===== src/rtl/pe_v3_vec_mac_if.sv =====
// Bus bundle for the vector MAC processing element: systolic operands in,
// forwarded operands and per-lane results out.
interface pe_v3_vec_mac_if #(
  parameter int unsigned REG_WIDTH = 16,
  parameter int unsigned VECTOR    = 2,
  parameter int unsigned ACC_WIDTH = 32
);
  logic                                ce;
  logic [VECTOR-1:0][REG_WIDTH-1:0]    a_in;
  logic [REG_WIDTH-1:0]                b_in;
  logic [VECTOR-1:0][ACC_WIDTH-1:0]    c_in;
  logic                                valid_in;
  logic                                acc_mode;
  logic                                flush;
  logic [VECTOR-1:0][REG_WIDTH-1:0]    a_out;
  logic [REG_WIDTH-1:0]                b_out;
  logic [VECTOR-1:0][ACC_WIDTH-1:0]    c_out;
  logic                                valid_out;
  logic                                busy;

  modport master (
    output ce, a_in, b_in, c_in, valid_in, acc_mode, flush,
    input  a_out, b_out, c_out, valid_out, busy
  );

  modport slave (
    input  ce, a_in, b_in, c_in, valid_in, acc_mode, flush,
    output a_out, b_out, c_out, valid_out, busy
  );
endinterface


===== src/rtl/pe_v3_vec_mac.sv =====
// Vector multiply-accumulate PE: registered multiply stage, then a registered
// add stage that either passes a systolic sum through or accumulates locally.
module pe_v3_vec_mac #(
  parameter int unsigned REG_WIDTH = 16,
  parameter int unsigned VECTOR    = 2,
  parameter int unsigned ACC_WIDTH = 32
) (
  input logic             clk,
  input logic             rst,
  pe_v3_vec_mac_if.slave  bus
);

  localparam int unsigned PROD_WIDTH = 2 * REG_WIDTH;
  localparam logic [0:0]  ST_IDLE    = 1'b0;
  localparam logic [0:0]  ST_ACCUM   = 1'b1;

  typedef logic [VECTOR-1:0][ACC_WIDTH-1:0] acc_vec_t;
  typedef logic [VECTOR-1:0][REG_WIDTH-1:0] reg_vec_t;

  reg_vec_t             a_out_q;
  logic [REG_WIDTH-1:0] b_out_q;

  acc_vec_t prod_d, prod_q;
  acc_vec_t c_in_q;
  logic     s1_valid_q, s1_mode_q, s1_flush_q;

  acc_vec_t   c_out_d, c_out_q;
  acc_vec_t   acc_d, acc_q;
  logic       valid_out_d, valid_out_q;
  logic [0:0] state_d, state_q;

  // Full-width unsigned product per lane, zero-extended into the accumulator width
  always_comb begin
    prod_d = '0;
    for (int i = 0; i < VECTOR; i++) begin
      prod_d[i] = ACC_WIDTH'(PROD_WIDTH'(bus.a_in[i]) * PROD_WIDTH'(bus.b_in));
    end
  end

  // Stage 1: operand forwarding and multiplier output register
  always_ff @(posedge clk or posedge rst) begin
    if (rst) begin
      a_out_q    <= '0;
      b_out_q    <= '0;
      prod_q     <= '0;
      c_in_q     <= '0;
      s1_valid_q <= 1'b0;
      s1_mode_q  <= 1'b0;
      s1_flush_q <= 1'b0;
    end else if (bus.ce) begin
      a_out_q    <= bus.a_in;
      b_out_q    <= bus.b_in;
      prod_q     <= prod_d;
      c_in_q     <= bus.c_in;
      s1_valid_q <= bus.valid_in;
      s1_mode_q  <= bus.acc_mode;
      s1_flush_q <= bus.flush;
    end
  end

  // Stage 2 next-state: pass-through sum, accumulate, or flush-and-clear
  always_comb begin
    c_out_d     = c_out_q;
    acc_d       = acc_q;
    valid_out_d = 1'b0;
    state_d     = state_q;
    if (s1_valid_q) begin
      if (!s1_mode_q) begin
        for (int i = 0; i < VECTOR; i++) begin
          c_out_d[i] = c_in_q[i] + prod_q[i];
        end
        valid_out_d = 1'b1;
      end else if (s1_flush_q) begin
        for (int i = 0; i < VECTOR; i++) begin
          c_out_d[i] = acc_q[i] + prod_q[i];
        end
        acc_d       = '0;
        valid_out_d = 1'b1;
        state_d     = ST_IDLE;
      end else begin
        for (int i = 0; i < VECTOR; i++) begin
          acc_d[i] = acc_q[i] + prod_q[i];
        end
        state_d = ST_ACCUM;
      end
    end
  end

  // Stage 2 registers and FSM state
  always_ff @(posedge clk or posedge rst) begin
    if (rst) begin
      c_out_q     <= '0;
      acc_q       <= '0;
      valid_out_q <= 1'b0;
      state_q     <= ST_IDLE;
    end else if (bus.ce) begin
      c_out_q     <= c_out_d;
      acc_q       <= acc_d;
      valid_out_q <= valid_out_d;
      state_q     <= state_d;
    end
  end

  assign bus.a_out     = a_out_q;
  assign bus.b_out     = b_out_q;
  assign bus.c_out     = c_out_q;
  assign bus.valid_out = valid_out_q;
  assign bus.busy      = (state_q == ST_ACCUM);

endmodule


===== src/flat_wrapper.sv =====
// flat-port wrapper written by rule: the top's interface ports become plain ports
module pe_v3_vec_mac_flat 
#(
  parameter int unsigned REG_WIDTH = 16,
  parameter int unsigned VECTOR    = 2,
  parameter int unsigned ACC_WIDTH = 32
)
  (clk, rst, bus_ce, bus_a_in, bus_b_in, bus_c_in, bus_valid_in, bus_acc_mode, bus_flush, bus_a_out, bus_b_out, bus_c_out, bus_valid_out, bus_busy);
  pe_v3_vec_mac_if #(.REG_WIDTH(REG_WIDTH), .VECTOR(VECTOR), .ACC_WIDTH(ACC_WIDTH)) bus_i ();
  input logic clk;
  input logic rst;
  input wire logic [$bits(bus_i.ce)-1:0] bus_ce;
  input wire logic [$bits(bus_i.a_in)-1:0] bus_a_in;
  input wire logic [$bits(bus_i.b_in)-1:0] bus_b_in;
  input wire logic [$bits(bus_i.c_in)-1:0] bus_c_in;
  input wire logic [$bits(bus_i.valid_in)-1:0] bus_valid_in;
  input wire logic [$bits(bus_i.acc_mode)-1:0] bus_acc_mode;
  input wire logic [$bits(bus_i.flush)-1:0] bus_flush;
  output wire logic [$bits(bus_i.a_out)-1:0] bus_a_out;
  output wire logic [$bits(bus_i.b_out)-1:0] bus_b_out;
  output wire logic [$bits(bus_i.c_out)-1:0] bus_c_out;
  output wire logic [$bits(bus_i.valid_out)-1:0] bus_valid_out;
  output wire logic [$bits(bus_i.busy)-1:0] bus_busy;
  assign bus_i.ce = bus_ce;
  assign bus_i.a_in = bus_a_in;
  assign bus_i.b_in = bus_b_in;
  assign bus_i.c_in = bus_c_in;
  assign bus_i.valid_in = bus_valid_in;
  assign bus_i.acc_mode = bus_acc_mode;
  assign bus_i.flush = bus_flush;
  assign bus_a_out = bus_i.a_out;
  assign bus_b_out = bus_i.b_out;
  assign bus_c_out = bus_i.c_out;
  assign bus_valid_out = bus_i.valid_out;
  assign bus_busy = bus_i.busy;
  pe_v3_vec_mac #(.REG_WIDTH(REG_WIDTH), .VECTOR(VECTOR), .ACC_WIDTH(ACC_WIDTH)) u_core (.clk(clk), .rst(rst), .bus(bus_i));
endmodule

===== config.mk =====
export PLATFORM = sky130hd
export DESIGN_NAME = pe_v3_vec_mac_flat
export DESIGN_NICKNAME = d
export VERILOG_FILES = /design/src/rtl/pe_v3_vec_mac_if.sv /design/src/rtl/pe_v3_vec_mac.sv /design/src/flat_wrapper.sv
export SDC_FILE = /design/constraint.sdc
export NUM_CORES = 2
export LEC_CHECK = 0
export ABC_AREA = 0
export CELL_PAD_IN_SITES_DETAIL_PLACEMENT = 1
export CELL_PAD_IN_SITES_GLOBAL_PLACEMENT = 1
export CORE_MARGIN = 10
export CORE_UTILIZATION = 30
export DETAILED_ROUTE_END_ITERATION = 6
export HOLD_SLACK_MARGIN = 0.1
export PLACE_DENSITY_LB_ADDON = 0.1
export SLEW_MARGIN = 40
export SYNTH_ARGS = -nofsm -noshare
export SYNTH_HDL_FRONTEND = slang
export SYNTH_SLANG_ARGS = --single-unit

===== constraint.sdc =====
create_clock -name clk -period 37.8 [get_ports clk]
set_input_delay 11.34 -clock clk [delete_from_list [all_inputs] [get_ports clk]]
set_output_delay 11.34 -clock clk [all_outputs]
set_load 0.03 [all_outputs]

Yosys cells after proc, flatten, opt, wreduce, memory -nomap -nowiden. Cells that the tools add are included.

Flip-flop bits (word level): 309. Bits of input ports: 118. Word-level logic and storage cells: 32.

$add $sub $neg: 4. Multiply operators: 2. Equal/unequal tests: 1. Multiplexer cells: 7. Reductions and logical operators: 2.

Operators with widths (count): $mux 64 (3); $add 32x32->32 (4); $mul 16x16->32 (2); $reduce_and 3->1 (2); $mux 1 (4); $ne 2x2->1 const B (1).

Longest topological paths before layout.
Word-level depth: 3. Gate-level depth with buffers: 24. Gate-level depth less buffers: 23.

Least setup slack after synthesis. No wires, ideal clock.

Kind: input to register. From: input port bus_b_in[7]. To: register u_core.prod_q[29] (netlist name). Library setup time: 125 ps. Data arrival time: 17139 ps. Required time: 37675 ps. Setup slack: 20536 ps. Stages: 24. Buffers on the path: 1. Cell sequence: clkbuf_1 > nand2_1 > fa_1 > inv_1 > fa_1 > inv_1 > fa_1 > inv_1 > fa_1 > fa_1 > inv_1 > fa_1 > inv_1 > ha_1 > a21o_1 > a221o_1 > a21o_1 > a2111oi_4 > o21ai_2 > a31oi_1 > nand2b_1 > a21oi_2 > xnor2_1 > mux2_2.

Longest elaborated chain between the ends: 1.

Ends and longest elaborated chain: start: declaration (line flat_wrapper.sv:14) `input wire logic [$bits(bus_i.b_in)-1:0] bus_b_in;`; $mul 16x16->32 (line pe_v3_vec_mac.sv:36) `prod_d[i] = ACC_WIDTH'(PROD_WIDTH'(bus.a_in[i]) * PROD_WIDTH'(bus.b_in));`; end signal: assignment (line pe_v3_vec_mac.sv:53) `prod_q <= prod_d;`; end: declaration (line pe_v3_vec_mac.sv:23) `acc_vec_t prod_d, prod_q;`.

Every way passes these cells. A chain may end at the register's enable or synchronous reset.

Worst setup path after layout.
From: input port bus_a_in[7]. To: register u_core.prod_q[29] (netlist name).

Longest elaborated chain between the ends: 1.

Ends and longest elaborated chain: start: declaration (line flat_wrapper.sv:13) `input wire logic [$bits(bus_i.a_in)-1:0] bus_a_in;`; $mul 16x16->32 (line pe_v3_vec_mac.sv:36).

Every way passes these cells.

==> metrics.md <==
| Metric | Value |
|---|---|
| Clk sinks | 309 |
| Post-Route WL | 113800 um |
| WL per Instance | 21.08 um |
| Mapped Area | around 0.035 mm2 |
| Mapped Avg Cell Area | between 9 and 10 um2 |
| Vias | 26390 |
| Total Neg Setup Slack | 0 ns |
| Syn Nets | 4525 |
| Status | finished, final reports clean |
| # DRC | 0 |
| Startpoint Class | input port |
| Share of flip-flops with an asynchronous set or reset | 100.0% |
| Pint | around 0.0020 W |
| Row cnt | about 120 |
| Core area | 0.1143 mm2 |
| Sequential power share | about 14% |
| Synth Area in XOR/XNOR | under 10% |
| Worst min-delay path category | flip-flop to flip-flop |
| Ys flop type | dfrtp_1 |
| Peak supply drop | 0.00009454 V |
| Post-synth EDFFs | 0 |
| 1st-pass router iterations | 5 |
| I/O Pins | roughly 230 |
| Clock H-tree levels | 2 |
| Vias in the first global route | about 29000 |
| CP max stage delay | 1.03 ns |
| Final ANT Viol Nets | 0 |
| RSZ-0062 raised after global routing | false |
| Arrival time at the worst endpoint | 18.37 ns |
| Post-CTS Hold Fix Bufs | 0 |
| Die width | 359.5 um |
| Tightest Pin Transition | 0.8561 ns |
| Final #Nets | around 4700 |
| Clock slew at the register clock pins of the worst setup and hold paths | 0.05 ns |
| Pwr/cell area | roughly 100 mW/mm2 |
| Slowest CP cell | clkdlybuf4s50_1 |
| Placed Cells | 5315 |
| Root buf cell | clkbuf_16 |
| Port Buffers | 231 |
| DR iter-0 viols | around 1000 |
| Die area | 0.1292 mm2 |
| Antenna violations before repair | 3 |
| P_leak | 18.97 nW |
| Post-synthesis compound-gate area fraction | 12.53% |
| Area grow syn2layout | 15.84% |
| MaxCap Viol Count | 0 |
| Post-CTS Setup Bufs | 0 |
| Crit-path cells | clkdlybuf4s50_1 > nand2_1 > fa_1 > inv_1 > fa_1 > inv_1 > fa_1 > inv_1 > fa_1 > fa_1 > inv_1 > fa_1 > inv_1 > ha_1 > a21o_1 > a221o_1 > a21o_1 > a2111oi_4 > o21ai_2 > a31oi_1 > nand2b_1 > a21oi_2 > xnor2_1 > mux2_2 |
| Post-synthesis cell count | 3683 |
| Initial Utilization | between 30 and 40% |
| Total power | 0.004141 W |
| Share of layout cells above drive strength 1 | under 10% |
| Clock buffer depth | 3 |
| F_max | around 56 MHz |
| Net Sw Frac | 50.67% |
| Post-layout util | 35.03% |
| Distinct cells, synth | 84 |
| First-pass GRT wire length | between 150000 and 200000 um |
| Main combinational cell family by area after synthesis | adder cells |
| DP Wirelength | 86930 um |
| GRT overflow | 0 |
| #FFs+latches synth | 309 |
| Most common cell after layout, fill and taps aside | inv_1 |
| Worst slew margin | 42.75% |
| Avg Vias per Cell | 4.889 |
| Post-synthesis simple-gate area fraction | 13.87% |
| Worst skew pair latency | 0.63 ns |
| Post-cts gate resize count | 0 |
| CTS tree | yes |
| Crit-path max FO | 17 |
| Fillers | roughly 13000 |
| Clk_skew | 0.02313 ns |
| Register area | a little under 0.008 mm2 |
| Comb power frac | approximately 75% |
| Sequential share of the synthesized area | 22.36% |
| Mux contribution to synthesized area | 5.500% |
| Period utilisation layout | 47.28% |
| GRT Overall Usage | 17.47% |
| DP Worst Slack | 19.30 ns |
| Worst EP required | 38.30 ns |
| RD Place Congestion | 0.7885 |
| Crit path kind | input port to flip-flop |
| Largest net degree at the start of global routing | 91 |
| Part of the power in the clock network | a little over a tenth |
| # setup viols final | 0 |
| Fin crit period | 17.87 ns |
| Critical Path Sink Type | flip-flop |
| Final worst slack | 19.93 ns |
| Slew Viols, Final | 0 |
| Adder-Cell Fraction of Synth Area | a little over a third |
| Syn. warnings | 0 |
| Chip Height | 359.5 um |
| Multi-input logic area | ~0.024 mm2 |
| Critical Path Most Common Cell | fa_1 |
| Non-Filler Instances | 5397 |
| Most frequent cells in the layout | inv_1, nand2_1, fa_1 |
| Fin. Hold Viols | 0 |
| Sw Pwr | 0.002098 W |
| Total CTS buffers | 45 |
==> per-layer routing <==
metal,global-route usage [%],part of all wire [%]
met5,0,0.018
met3,3.092,4.1
met4,3.071,1.5
met1,25.45,51
met2,26.98,43
==> cells in the mapped netlist (20+ instances only) <==
| cell | count | area [um2] |
|---|---|---|
| a211oi_1 | 20 | 150.1 |
| a21o_1 | 69 | 518.0 |
| a21oi_1 | 185 | 925.9 |
| a22o_1 | 47 | 411.6 |
| a31oi_1 | 25 | 156.4 |
| and2_1 | 241 | 1508 |
| clkbuf_1 | 142 | 533.0 |
| dfrtp_1 | 309 | 7732 |
| fa_1 | 392 | 7848 |
| ha_1 | 332 | 4154 |
| inv_1 | 501 | 1881 |
| mux2_2 | 160 | 1802 |
| nand2_1 | 433 | 1625 |
| nand2b_1 | 32 | 200.2 |
| nand3_1 | 44 | 220.2 |
| nor2_1 | 154 | 578.1 |
| nor2b_1 | 23 | 143.9 |
| nor3_1 | 21 | 105.1 |
| o21ai_0 | 157 | 785.8 |
| o21bai_1 | 23 | 172.7 |
| xnor2_1 | 114 | 998.5 |
| xor2_1 | 42 | 367.9 |
==> metrics by stage <==
stage | cell area (um2) | hold WS (ns)
after floorplan | 34580 | 0.4551
after global placement | 38560 | 0.4642
after detailed placement | 38550 | 0.4694
after CTS | 40080 | 0.4815
after global routing | 40050 | 0.5026
final | 40050 | 0.4747
==> power groups by stage <==
| stage | clock network (W) | logic, W | registers (W) |
|---|---|---|---|
| after floorplan | 0 | 0.00222 | 0.000585 |
| after global placement | 0 | 0.00312 | 0.000578 |
| after detailed placement | 0 | 0.00313 | 0.000579 |
| after CTS | 0.000468 | 0.00316 | 0.000574 |
| after global routing | 0.000480 | 0.00354 | 0.000587 |
| final | 0.000448 | 0.00312 | 0.000571 |
==> state kept, by name, summed over array words and instances (netlist names) <==
name and cells:
u_core.bus.busy 1, u_core.s1_valid_q 1, u_core.bus.a_out 32, u_core.bus.c_out 64, u_core.bus.valid_out 1, u_core.s1_mode_q 1
u_core.c_in_q 64, u_core.acc_q 64, u_core.bus.b_out 16, u_core.prod_q 64, u_core.s1_flush_q 1
==> critical path: cells and delay by family <==
family,cells,cell delay [ns]
compound gates,7,1.78
xor+xnor,1,0.07
fa+ha+maj,7,3.35
buf+inv,6,1.28
mux,1,0.26
simple gates,2,0.28
==> final cells by class <==
class                           instances  area share (%)
Inverter                              502           4.729
Multi-Input combinational cell       2723           61.01
Antenna cell                            2         0.01249
Clock inverter                         21          0.6560
Tap cell                             1512           4.723
Clock buffer                           59           3.167
Sequential cell                       309           19.31
Timing Repair Buffer                  269           6.385
==> logic make-up after synthesis <==
| kind of cell | Yosys count |
|---|---|
| and+or+nand+nor | 1009 |
| xor gates and xnor gates | 156 |
| AOI/OAI and AO/OA | 664 |
| buffers and inverters | 651 |
| DFF | 309 |
| adders and majority gates | 724 |
| muxes | 170 |
==> worst paths after layout <==
check	startpoint	end	slack, ns	cells after the start
hold / removal	u_core.bus.c_out[35]$_DFFE_PP0P_	u_core.bus.c_out[35]$_DFFE_PP0P_	0.47	2
setup / recovery	bus_a_in[7]	u_core.prod_q[29]$_DFFE_PP0P_	19.93	24
hold reg to reg	u_core.bus.c_out[35]$_DFFE_PP0P_	u_core.bus.c_out[35]$_DFFE_PP0P_	0.47	2
max in group asynchronous	rst	u_core.bus.c_out[58]$_DFFE_PP0P_	24.78	4
setup reg to reg	u_core.prod_q[32]$_DFFE_PP0P_	u_core.bus.c_out[62]$_DFFE_PP0P_	33.71	13
min in group asynchronous	rst	u_core.bus.c_out[20]$_DFFE_PP0P_	11.24	2
Power figures use the tool's default switching activity.
